File: src/rtl/mem_access_pkg.sv
// Shared types and helpers for the MEM-stage load/store unit.
package mem_access_pkg;

    typedef enum logic [2:0] {
        OP_LB  = 3'd0,
        OP_LBU = 3'd1,
        OP_LH  = 3'd2,
        OP_LHU = 3'd3,
        OP_LW  = 3'd4,
        OP_SB  = 3'd5,
        OP_SH  = 3'd6,
        OP_SW  = 3'd7
    } mem_op_e;

    typedef enum logic [2:0] {
        IDLE   = 3'd0,
        LOAD   = 3'd1,
        RMW_RD = 3'd2,
        STORE  = 3'd3,
        RESP   = 3'd4
    } state_e;

    localparam logic [1:0] SIZE_B = 2'd0;
    localparam logic [1:0] SIZE_H = 2'd1;
    localparam logic [1:0] SIZE_W = 2'd2;

    function automatic logic is_load(input mem_op_e op);
        return op inside {OP_LB, OP_LBU, OP_LH, OP_LHU, OP_LW};
    endfunction

    function automatic logic is_store(input mem_op_e op);
        return op inside {OP_SB, OP_SH, OP_SW};
    endfunction

    function automatic logic [1:0] size_of(input mem_op_e op);
        case (op)
            OP_LH, OP_LHU, OP_SH: return SIZE_H;
            OP_LW, OP_SW:         return SIZE_W;
            default:              return SIZE_B;
        endcase
    endfunction

    function automatic logic is_misaligned(input mem_op_e op, input logic [1:0] lo);
        case (size_of(op))
            SIZE_H:  return lo[0];
            SIZE_W:  return lo != 2'b00;
            default: return 1'b0;
        endcase
    endfunction

    // Clears the low address bits that fall inside the access size.
    function automatic logic [31:0] align_addr(input mem_op_e op, input logic [31:0] addr);
        case (size_of(op))
            SIZE_H:  return {addr[31:1], 1'b0};
            SIZE_W:  return {addr[31:2], 2'b00};
            default: return addr;
        endcase
    endfunction

endpackage

File: src/rtl/mem_byte_lane.sv
// Combinational lane logic: load extract/extend and sub-word store merge.
module mem_byte_lane
    import mem_access_pkg::*;
(
    input  mem_op_e     op,
    input  logic [1:0]  addr_lo,
    input  logic [31:0] word_in,
    input  logic [31:0] wdata,
    output logic [31:0] load_data,
    output logic [31:0] merge_data
);

    logic [7:0]  byte_sel;
    logic [15:0] half_sel;
    logic [4:0]  byte_ofs;

    always_comb begin
        byte_ofs = {addr_lo, 3'b000};
        byte_sel = word_in[byte_ofs +: 8];
        half_sel = addr_lo[1] ? word_in[31:16] : word_in[15:0];

        load_data = word_in;
        case (op)
            OP_LB:   load_data = {{24{byte_sel[7]}}, byte_sel};
            OP_LBU:  load_data = {24'h0, byte_sel};
            OP_LH:   load_data = {{16{half_sel[15]}}, half_sel};
            OP_LHU:  load_data = {16'h0, half_sel};
            default: load_data = word_in;
        endcase

        merge_data = word_in;
        case (op)
            OP_SB: merge_data[byte_ofs +: 8] = wdata[7:0];
            OP_SH: begin
                if (addr_lo[1]) merge_data[31:16] = wdata[15:0];
                else            merge_data[15:0]  = wdata[15:0];
            end
            OP_SW:   merge_data = wdata;
            default: merge_data = word_in;
        endcase
    end

endmodule

File: src/rtl/mem_access_unit.sv
// MEM-stage load/store controller in front of a word-wide data memory.
// Optional MEM_ACCESS_ALIGN_TRAP_EN: misaligned halfword/word accesses complete with resp_err.
module mem_access_unit
    import mem_access_pkg::*;
#(
    parameter int unsigned MEM_BYTES = 4096
) (
    input  logic        clk,
    input  logic        rst,
    input  logic        req_valid,
    output logic        req_ready,
    input  logic [2:0]  req_op,
    input  logic [31:0] req_addr,
    input  logic [31:0] req_wdata,
    output logic        resp_valid,
    output logic [31:0] resp_rdata,
    output logic        resp_err,
    output logic        dmem_re,
    output logic        dmem_we,
    output logic [31:0] dmem_addr,
    output logic [31:0] dmem_wdata,
    input  logic [31:0] dmem_rdata
);

    state_e      state, state_next;
    mem_op_e     op_in, op_q;
    logic [1:0]  addr_lo_q;
    logic [31:0] wdata_q;
    logic [31:0] addr_eff;
    logic        accept, range_err, align_err, req_err;
    logic        we_q;
    logic [31:0] load_data, merge_data;

    logic        ready_d, valid_d, re_d, we_d, err_d;
    logic [31:0] rdata_d, addr_d, wdata_d;

    assign op_in  = mem_op_e'(req_op);
    assign accept = req_valid && req_ready;

    always_comb begin
        range_err = req_addr >= 32'(MEM_BYTES);
`ifdef MEM_ACCESS_ALIGN_TRAP_EN
        align_err = is_misaligned(op_in, req_addr[1:0]);
`else
        align_err = 1'b0;
`endif
        req_err  = range_err || align_err;
        addr_eff = align_addr(op_in, req_addr);
    end

    mem_byte_lane u_lane (
        .op         (op_q),
        .addr_lo    (addr_lo_q),
        .word_in    (dmem_rdata),
        .wdata      (wdata_q),
        .load_data  (load_data),
        .merge_data (merge_data)
    );

    // State register
    always_ff @(posedge clk) begin
        if (rst) state <= IDLE;
        else     state <= state_next;
    end

    // Next-state logic
    always_comb begin
        state_next = state;
        case (state)
            IDLE: begin
                if (accept) begin
                    if (req_err)                                        state_next = RESP;
                    else if (is_load(op_in))                            state_next = LOAD;
                    else if (is_store(op_in) && size_of(op_in) == SIZE_W) state_next = STORE;
                    else                                                state_next = RMW_RD;
                end
            end
            LOAD:    state_next = RESP;
            RMW_RD:  state_next = STORE;
            STORE:   state_next = RESP;
            RESP:    state_next = IDLE;
            default: state_next = IDLE;
        endcase
    end

    // Output logic: next values for the registered outputs
    always_comb begin
        ready_d = state_next == IDLE;
        valid_d = state_next == RESP;
        re_d    = state_next inside {LOAD, RMW_RD};
        we_d    = state_next == STORE;
        rdata_d = resp_rdata;
        err_d   = resp_err;
        addr_d  = dmem_addr;
        wdata_d = dmem_wdata;
        case (state)
            IDLE: begin
                if (accept && req_err) begin
                    rdata_d = 32'h0;
                    err_d   = 1'b1;
                end else if (accept) begin
                    addr_d = {addr_eff[31:2], 2'b00};
                    if (op_in == OP_SW) wdata_d = req_wdata;
                end
            end
            LOAD: begin
                rdata_d = load_data;
                err_d   = 1'b0;
            end
            RMW_RD: wdata_d = merge_data;
            STORE: begin
                rdata_d = 32'h0;
                err_d   = 1'b0;
            end
            default: ;
        endcase
    end

    always_ff @(posedge clk) begin
        if (rst) begin
            req_ready  <= 1'b1;
            resp_valid <= 1'b0;
            resp_rdata <= 32'h0;
            resp_err   <= 1'b0;
            dmem_re    <= 1'b0;
            we_q       <= 1'b0;
            dmem_addr  <= 32'h0;
            dmem_wdata <= 32'h0;
            op_q       <= OP_LB;
            addr_lo_q  <= 2'b00;
            wdata_q    <= 32'h0;
        end else begin
            req_ready  <= ready_d;
            resp_valid <= valid_d;
            resp_rdata <= rdata_d;
            resp_err   <= err_d;
            dmem_re    <= re_d;
            we_q       <= we_d;
            dmem_addr  <= addr_d;
            dmem_wdata <= wdata_d;
            if (accept) begin
                op_q      <= op_in;
                addr_lo_q <= addr_eff[1:0];
                wdata_q   <= req_wdata;
            end
        end
    end

    // Reset arriving during STORE must suppress the write landing at that edge.
    assign dmem_we = we_q && !rst;

endmodule
File: config.mk
export PLATFORM = sky130hd
export DESIGN_NAME = mem_access_unit
export DESIGN_NICKNAME = d
export VERILOG_FILES = /design/src/rtl/mem_access_pkg.sv /design/src/rtl/mem_byte_lane.sv /design/src/rtl/mem_access_unit.sv
export SDC_FILE = /design/constraint.sdc
export NUM_CORES = 1
export LEC_CHECK = 0
export CAP_MARGIN = 10
export CORE_UTILIZATION = 52
export DETAILED_ROUTE_END_ITERATION = 8
export PLACE_DENSITY = 0.87
export SYNTH_ARGS = -nofsm -noshare
export SYNTH_HDL_FRONTEND = slang
export SYNTH_HIERARCHICAL = 1
export SYNTH_SLANG_ARGS = --single-unit
File: constraint.sdc
create_clock -name clk -period 4.4 [get_ports clk]
set_input_delay 0.66 -clock clk [delete_from_list [all_inputs] [get_ports clk]]
set_output_delay 0.66 -clock clk [all_outputs]
set_load 0.01 [all_outputs]
==> impl_metrics.tcl, run 1 <==
set metrics [dict create \
    fp-row-count 41 \
    synth_area_leaders "dfxtp_1, nand2_1, a22o_1" \
    p_seq_share_pct 42.3 \
    whs_ns 0.453 \
    ctsHoldBuffers 0 \
    syn2layout_area_growth_pct 35.9 \
    cts_buffer_depth 2 \
    coreArea_um2 12900 \
    yosysTopAreaCell "dfxtp_1" \
    cts_max_level 4 \
    clk_latency_ns 0.42 \
    syn_inst 775 \
    drv_cap 0 \
    yosysSeqAreaShare_pct 39.8 \
    arrival_ns 3.02 \
    place_congestion 0.976 \
    p_clk_share_pct 46.1 \
    slew_headroom_pct 42.6 \
    clockRootBuffer "clkbuf_16" \
    slew_viol_final 0 \
    synth_top_area_share_pct 39.8 \
    dp.final_hpwl_um 14500 \
    yosys_register_bits 139 \
    vias 6638 \
    powerDensity_nw_per_um2 327 \
    crit_required_ns 4.73 \
    synth_edf_count 0 \
    cts_tree "done" \
    fin_cells 1122 \
    irDropWorstVdd_v 0.000270 \
    dp.cells 1089 \
    gr-total-overflow 0 \
    netlist_area_um2 6990 \
    grt_pass1_wl_um 32800 \
    drc_errors 0 \
    hold_viol_final 0 \
    slowest_delay_ns 0.70 \
    port_buffers 200 \
    crit_start "req_addr[27]" \
    grt_usage_pct 29.6 \
    switchingPower_mw 0.778 \
    rsz0062_at_grt "false" \
    clkTransAtPathRegs_ns 0.06 \
    period_share_pct 61.1 \
    cts_inserted_buffers 17 \
    cell_internal_pwr_mw 2.32 \
    r2r_start "addr_lo_q[0]$_SDFFE_PP0P_" \
    avgViaCountPerCell 5.92 \
    drt-total-wl_um 20800 \
    hold_class "reg -> reg" \
    combPwrFrac_pct 11.6 \
    cts.sinks 139 \
    start_util_pct 54.3 \
    yosys_warnings 6 \
    synthDistinctLibCells 58 \
    min_from "wdata_q[20]$_SDFFE_PP0P_" \
    setup_viol 0 \
    status "finished clean" \
    die_h_um 118 \
    leakage_nw 3.50 \
    die-area_um2 13900 \
    critPathKind "in -> reg" \
    period_minus_slack_ns 2.69 \
    grt_start_max_net_pins 67 \
    dr.pass1.iters 5 \
    io_pins 203 \
    diodes 0 \
    ys_async_sr_fraction_pct 0 \
    synth_ff_type "dfxtp_1" \
    postCtsResizedCells 0 \
    die_x_um 118 \
    skew_ns 0.0110 \
    post_cts_buffers 0 \
    drt_iter0_markers 631 \
    cp_slowest_cell "and3_1" \
    fin_nets 1046 \
    final_layout_size_suffix_gt1_share_pct 13.6 \
    grt_pass1_vias 6276 \
    start_kind "input pin" \
    max_freq_mhz 372 \
    path_buf_inv 2 \
    antenna_found_initial 0 \
    cp_max_fo 32 \
    path_delay_family "simple AND/OR/NAND/NOR gates" \
    endpoint_kind "flip-flop" \
    syn_avg_cell_area_um2 9.02 \
    swShare_pct 25.1 \
    drtAntennaViolNets 0 \
    tns_ns 0 \
    post_drt_wl_per_cell_um 18.6 \
    cp_cell_sequence "clkdlybuf4s50_1 -> nor4_1 -> and3_1 -> buf_4 -> a21oi_1 -> a211oi_2" \
    tightest_slew_ns 0.860 \
]
-- flip-flops by register name, indices dropped and copies added, names as in the netlist --
signal and flops:
addr_lo_q 2, dmem_addr 30, dmem_re 1, dmem_wdata 32, op_q 3, req_ready 1, resp_err 1, resp_rdata 32
resp_valid 1, state 3, wdata_q 32, we_q 1
-- through the flow --
stage                     total power [mW]  area (um2)  setup WS, ns  utilization, %
final                                 3.10        9500          1.71            73.8
after global routing                  3.21        9500          1.54            73.8
after CTS                             3.10        9490          1.67            73.7
after detailed placement              1.69        8900          1.26            69.1
after global placement                1.68        8900          1.32            69.1
after floorplan                       1.52        6990          2.20               -
-- final cells by class --
type	instances	area [um2]
multi-input combinational	561	3790
timing repair buffer	210	2090
sequential	139	2780
inverter	8	30.0
fill	912	3380
clock inverter	11	131
clock buffer	21	460
tap	172	215
-- layout by cell type, fill, tap and decap left out, types with 3 or more instances in the layout --
master	count
mux2_2	8
a221o_1	23
nor2_1	11
nand2b_1	3
nand2_1	137
o211ai_1	3
and3_1	4
or2_2	32
nor2b_1	5
clkdlybuf4s50_1	199
a211oi_2	30
buf_4	10
and2_1	35
dfxtp_1	139
inv_1	8
ha_1	7
nand3_1	5
nor4_1	3
nand4_1	14
a21oi_1	82
o21ai_1	4
mux2i_1	33
inv_6	5
a22oi_1	15
a22o_1	47
o21ai_0	19
o21a_1	6
clkbuf_16	17
-- cells in the mapped netlist, types with 6 or more instances --
cell type,n
dfxtp_1,139
buf_2,14
a22o_1,47
a221o_1,23
a21oi_1,82
mux2_2,8
nand2_1,137
inv_1,8
a211oi_2,30
and2_1,35
mux2i_1,33
buf_4,9
ha_1,7
clkbuf_1,28
o21a_1,6
a22oi_1,15
or2_2,32
nor2_1,11
o21ai_0,19
nand4_1,14
buf_6,13
-- kinds of logic after synthesis --
group,count (synthesis),synth area share [%]
buffers and inverters,76,6.25
XOR/XNOR,1,0.125
flip-flops,139,39.8
other,1,0.0536
adder cells (fa/ha/maj),7,1.25
multiplexers,42,6.34
AND/OR/NAND/NOR,263,19.2
AO/OA/AOI/OAI,246,27.0
-- worst paths after layout --
path,slack (ns),cells after the start,to
setup / recovery,1.71,6,dmem_wdata[15]$_SDFFE_PP0P_
hold / removal,0.45,2,wdata_q[20]$_SDFFE_PP0P_
setup reg to reg,2.01,8,dmem_wdata[14]$_SDFFE_PP0P_
hold reg to reg,0.45,2,wdata_q[20]$_SDFFE_PP0P_
-- power by group through the flow --
stage	Clock (mW)	Sequential, mW	Combinational [mW]
after floorplan	0	1.33	0.199
after global placement	0	1.34	0.347
after detailed placement	0	1.34	0.349
after CTS	1.44	1.31	0.352
after global routing	1.51	1.31	0.385
final	1.43	1.31	0.359
-- worst register-to-register path: cells and delay by family, from the launching register on --
| kind | cells | cell delay (ns) |
|---|---|---|
| compound gates | 2 | 0.52 |
| fa+ha+maj | 1 | 0.33 |
| buf+inv | 1 | 0.14 |
| flops | 1 | 0.51 |
| mux | 1 | 0.10 |
| simple gates | 3 | 0.72 |
-- per-layer routing --
| layer | part of all wire [%] | GRT usage, % | up-vias |
|---|---|---|---|
| met5 | 0 | 0 | - |
| met4 | 3.1 | 13.1 | 0 |
| met3 | 8.1 | 6.10 | 61 |
| met2 | 46 | 46.3 | 374 |
| met1 | 43 | 39.1 | 3077 |
| li1 | - | - | 3126 |
Note: power is estimated with default switching activity, not from simulation.
==> inputs of run 2 (changes only) <==
--- a/config.mk
+++ b/config.mk
@@ -6,9 +6,9 @@
 export NUM_CORES = 1
 export LEC_CHECK = 0
 export CAP_MARGIN = 10
-export CORE_UTILIZATION = 52
+export CORE_UTILIZATION = 48
 export DETAILED_ROUTE_END_ITERATION = 8
-export PLACE_DENSITY = 0.87
+export PLACE_DENSITY = 0.81
 export SYNTH_ARGS = -nofsm -noshare
 export SYNTH_HDL_FRONTEND = slang
 export SYNTH_HIERARCHICAL = 1
==> constraint.sdc (replaced) <==
create_clock -name clk -period 2.7 [get_ports clk]
set_input_delay 0.405 -clock clk [delete_from_list [all_inputs] [get_ports clk]]
set_output_delay 0.405 -clock clk [all_outputs]
set_load 0.01 [all_outputs]
==> impl_metrics.tcl, run 2 (synthesis gave the netlist of run 1 again) <==
set metrics [dict create \
    slew_viol_final 0 \
    dp.final_hpwl_um 15300 \
    cts_inserted_buffers 17 \
    grt_pass1_wl_um 32600 \
    vias 6660 \
    cts_buffer_depth 2 \
    die_x_um 123 \
    clockRootBuffer "clkbuf_16" \
    post-route-cell-area_um2 9640 \
    setup_ws_ns 0.308 \
    place_congestion 0.975 \
    period_minus_slack_ns 2.39 \
    post_drt_wl_per_cell_um 18.5 \
    critPathKind "reg -> reg" \
    start_util_pct 49.8 \
    drtAntennaViolNets 0 \
    avgViaCountPerCell 5.83 \
    reg.largest.list "dmem_wdata x32, resp_rdata x32, wdata_q x32" \
    fin_nets 1058 \
    power_mw 5.14 \
    fp-row-count 43 \
    cts_tree "done" \
    drv_cap 0 \
    syn2layout_area_growth_pct 37.9 \
    drt-total-wl_um 21200 \
    slew_headroom_pct 41.2 \
    endpoint_kind "flip-flop" \
    final_layout_size_suffix_gt1_share_pct 14.8 \
    diodes 0 \
    antenna_found_initial 0 \
    clk_latency_ns 0.42 \
    cp_max_fo 8 \
    die_h_um 123 \
    io_pins 203 \
    port_buffers 200 \
    dpl_cell_area_um2 9020 \
    die-area_um2 15100 \
    drt_iter0_markers 670 \
    drc_errors 0 \
    final_common_cell "clkdlybuf4s50_1" \
    hold_viol_final 0 \
    hold_class "in -> reg" \
    powerDensity_nw_per_um2 534 \
    setup_viol 0 \
    crit_required_ns 3.03 \
    dp.cells 1109 \
    status "finished clean" \
    grt_pass1_vias 6089 \
    postCtsResizedCells 0 \
    skew_ns 0.00542 \
    mostFrequentLayoutCells "clkdlybuf4s50_1, dfxtp_1, nand2_1, a21oi_1, a22o_1" \
    post_cts_buffers 0 \
    cts_max_level 4 \
    gr-total-overflow 0 \
    rsz0062_at_grt "false" \
    tns_ns 0 \
    max_freq_mhz 418 \
    dr.pass1.iters 6 \
    grt_start_max_net_pins 70 \
    ctsHoldBuffers 0 \
    start_kind "flip-flop" \
    grt_usage_pct 28.3 \
    fin_cells 1142 \
    leakage_nw 3.56 \
    pre_cts_slack_ns 0.0633 \
    coreArea_um2 14000 \
    period_share_pct 88.6 \
    arrival_ns 2.73 \
    irDropWorstVdd_v 0.000346 \
    clkTransAtPathRegs_ns 0.06 \
    tightest_slew_ns 0.881 \
    cts.sinks 139 \
]
-- run 2: cell types whose count changed in the layout (fill, tap and decap cells not counted) --
cell	delta
clkinv_4	+1
inv_6	-3
clkbuf_8	-1
clkbuf_1	-1
buf_4	+10
bufinv_16	+1
buf_12	+2
clkinvlp_4	+3
-- run 2: worst max-delay path, cell delays in order (launching register included) --
cell and delay (ns):
dfxtp_1 0.51, inv_1 0.14, ha_1 0.34, nor2_1 0.13
nand2_1 0.10, nor3_2 0.44, a221o_1 0.29, mux2i_1 0.11
a211oi_2 0.25
-- run 2: final cells by class --
class	count	area (um2)
Clock inverter	13	166
Fill cell	1099	4400
Inverter	8	30.0
Multi-Input combinational cell	561	3790
Timing Repair Buffer	222	2200
Tap cell	180	225
Clock buffer	19	443
Sequential cell	139	2780
-- run 2: report_power, final --
part	switching [mW]	internal (mW)	leakage [nW]	total, mW
clock	0.921	1.48	0.290	2.40
combinational	0.322	0.283	2.14	0.605
sequential	0.0453	2.09	1.13	2.14
total	1.29	3.85	3.56	5.14
-- run 2: worst paths after layout --
| kind | startpoint | endpoint | slack [ns] | cells after the start |
|---|---|---|---|---|
| hold reg to reg | dmem_addr[16]$_SDFFE_PP0P_ | dmem_addr[16]$_SDFFE_PP0P_ | 0.45 | 1 |
| setup reg to reg | addr_lo_q[0]$_SDFFE_PP0P_ | dmem_wdata[27]$_SDFFE_PP0P_ | 0.31 | 8 |
| setup / recovery | addr_lo_q[0]$_SDFFE_PP0P_ | dmem_wdata[27]$_SDFFE_PP0P_ | 0.31 | 8 |
| hold / removal | rst | dmem_addr[6]$_SDFFE_PP0P_ | 0.34 | 2 |
-- run 2: through the flow --
| stage | hold WS [ns] | util (%) |
|---|---|---|
| 2_1_floorplan | 0.437 | - |
| 3_3_place_gp | 0.442 | 64.3 |
| 3_5_place_dp | 0.446 | 64.3 |
| 4_1_cts | 0.327 | 68.6 |
| 5_1_grt | 0.350 | 68.6 |
| 6_report | 0.340 | 68.6 |
-- run 2: per-layer routing --
metal  wire (um)  GRT usage, %  up-vias
met5           0             0        -
met4         914          15.6        0
met3        1590          5.48       74
met2        9660          43.0      348
met1        9000          37.6     3092
li1            -             -     3146
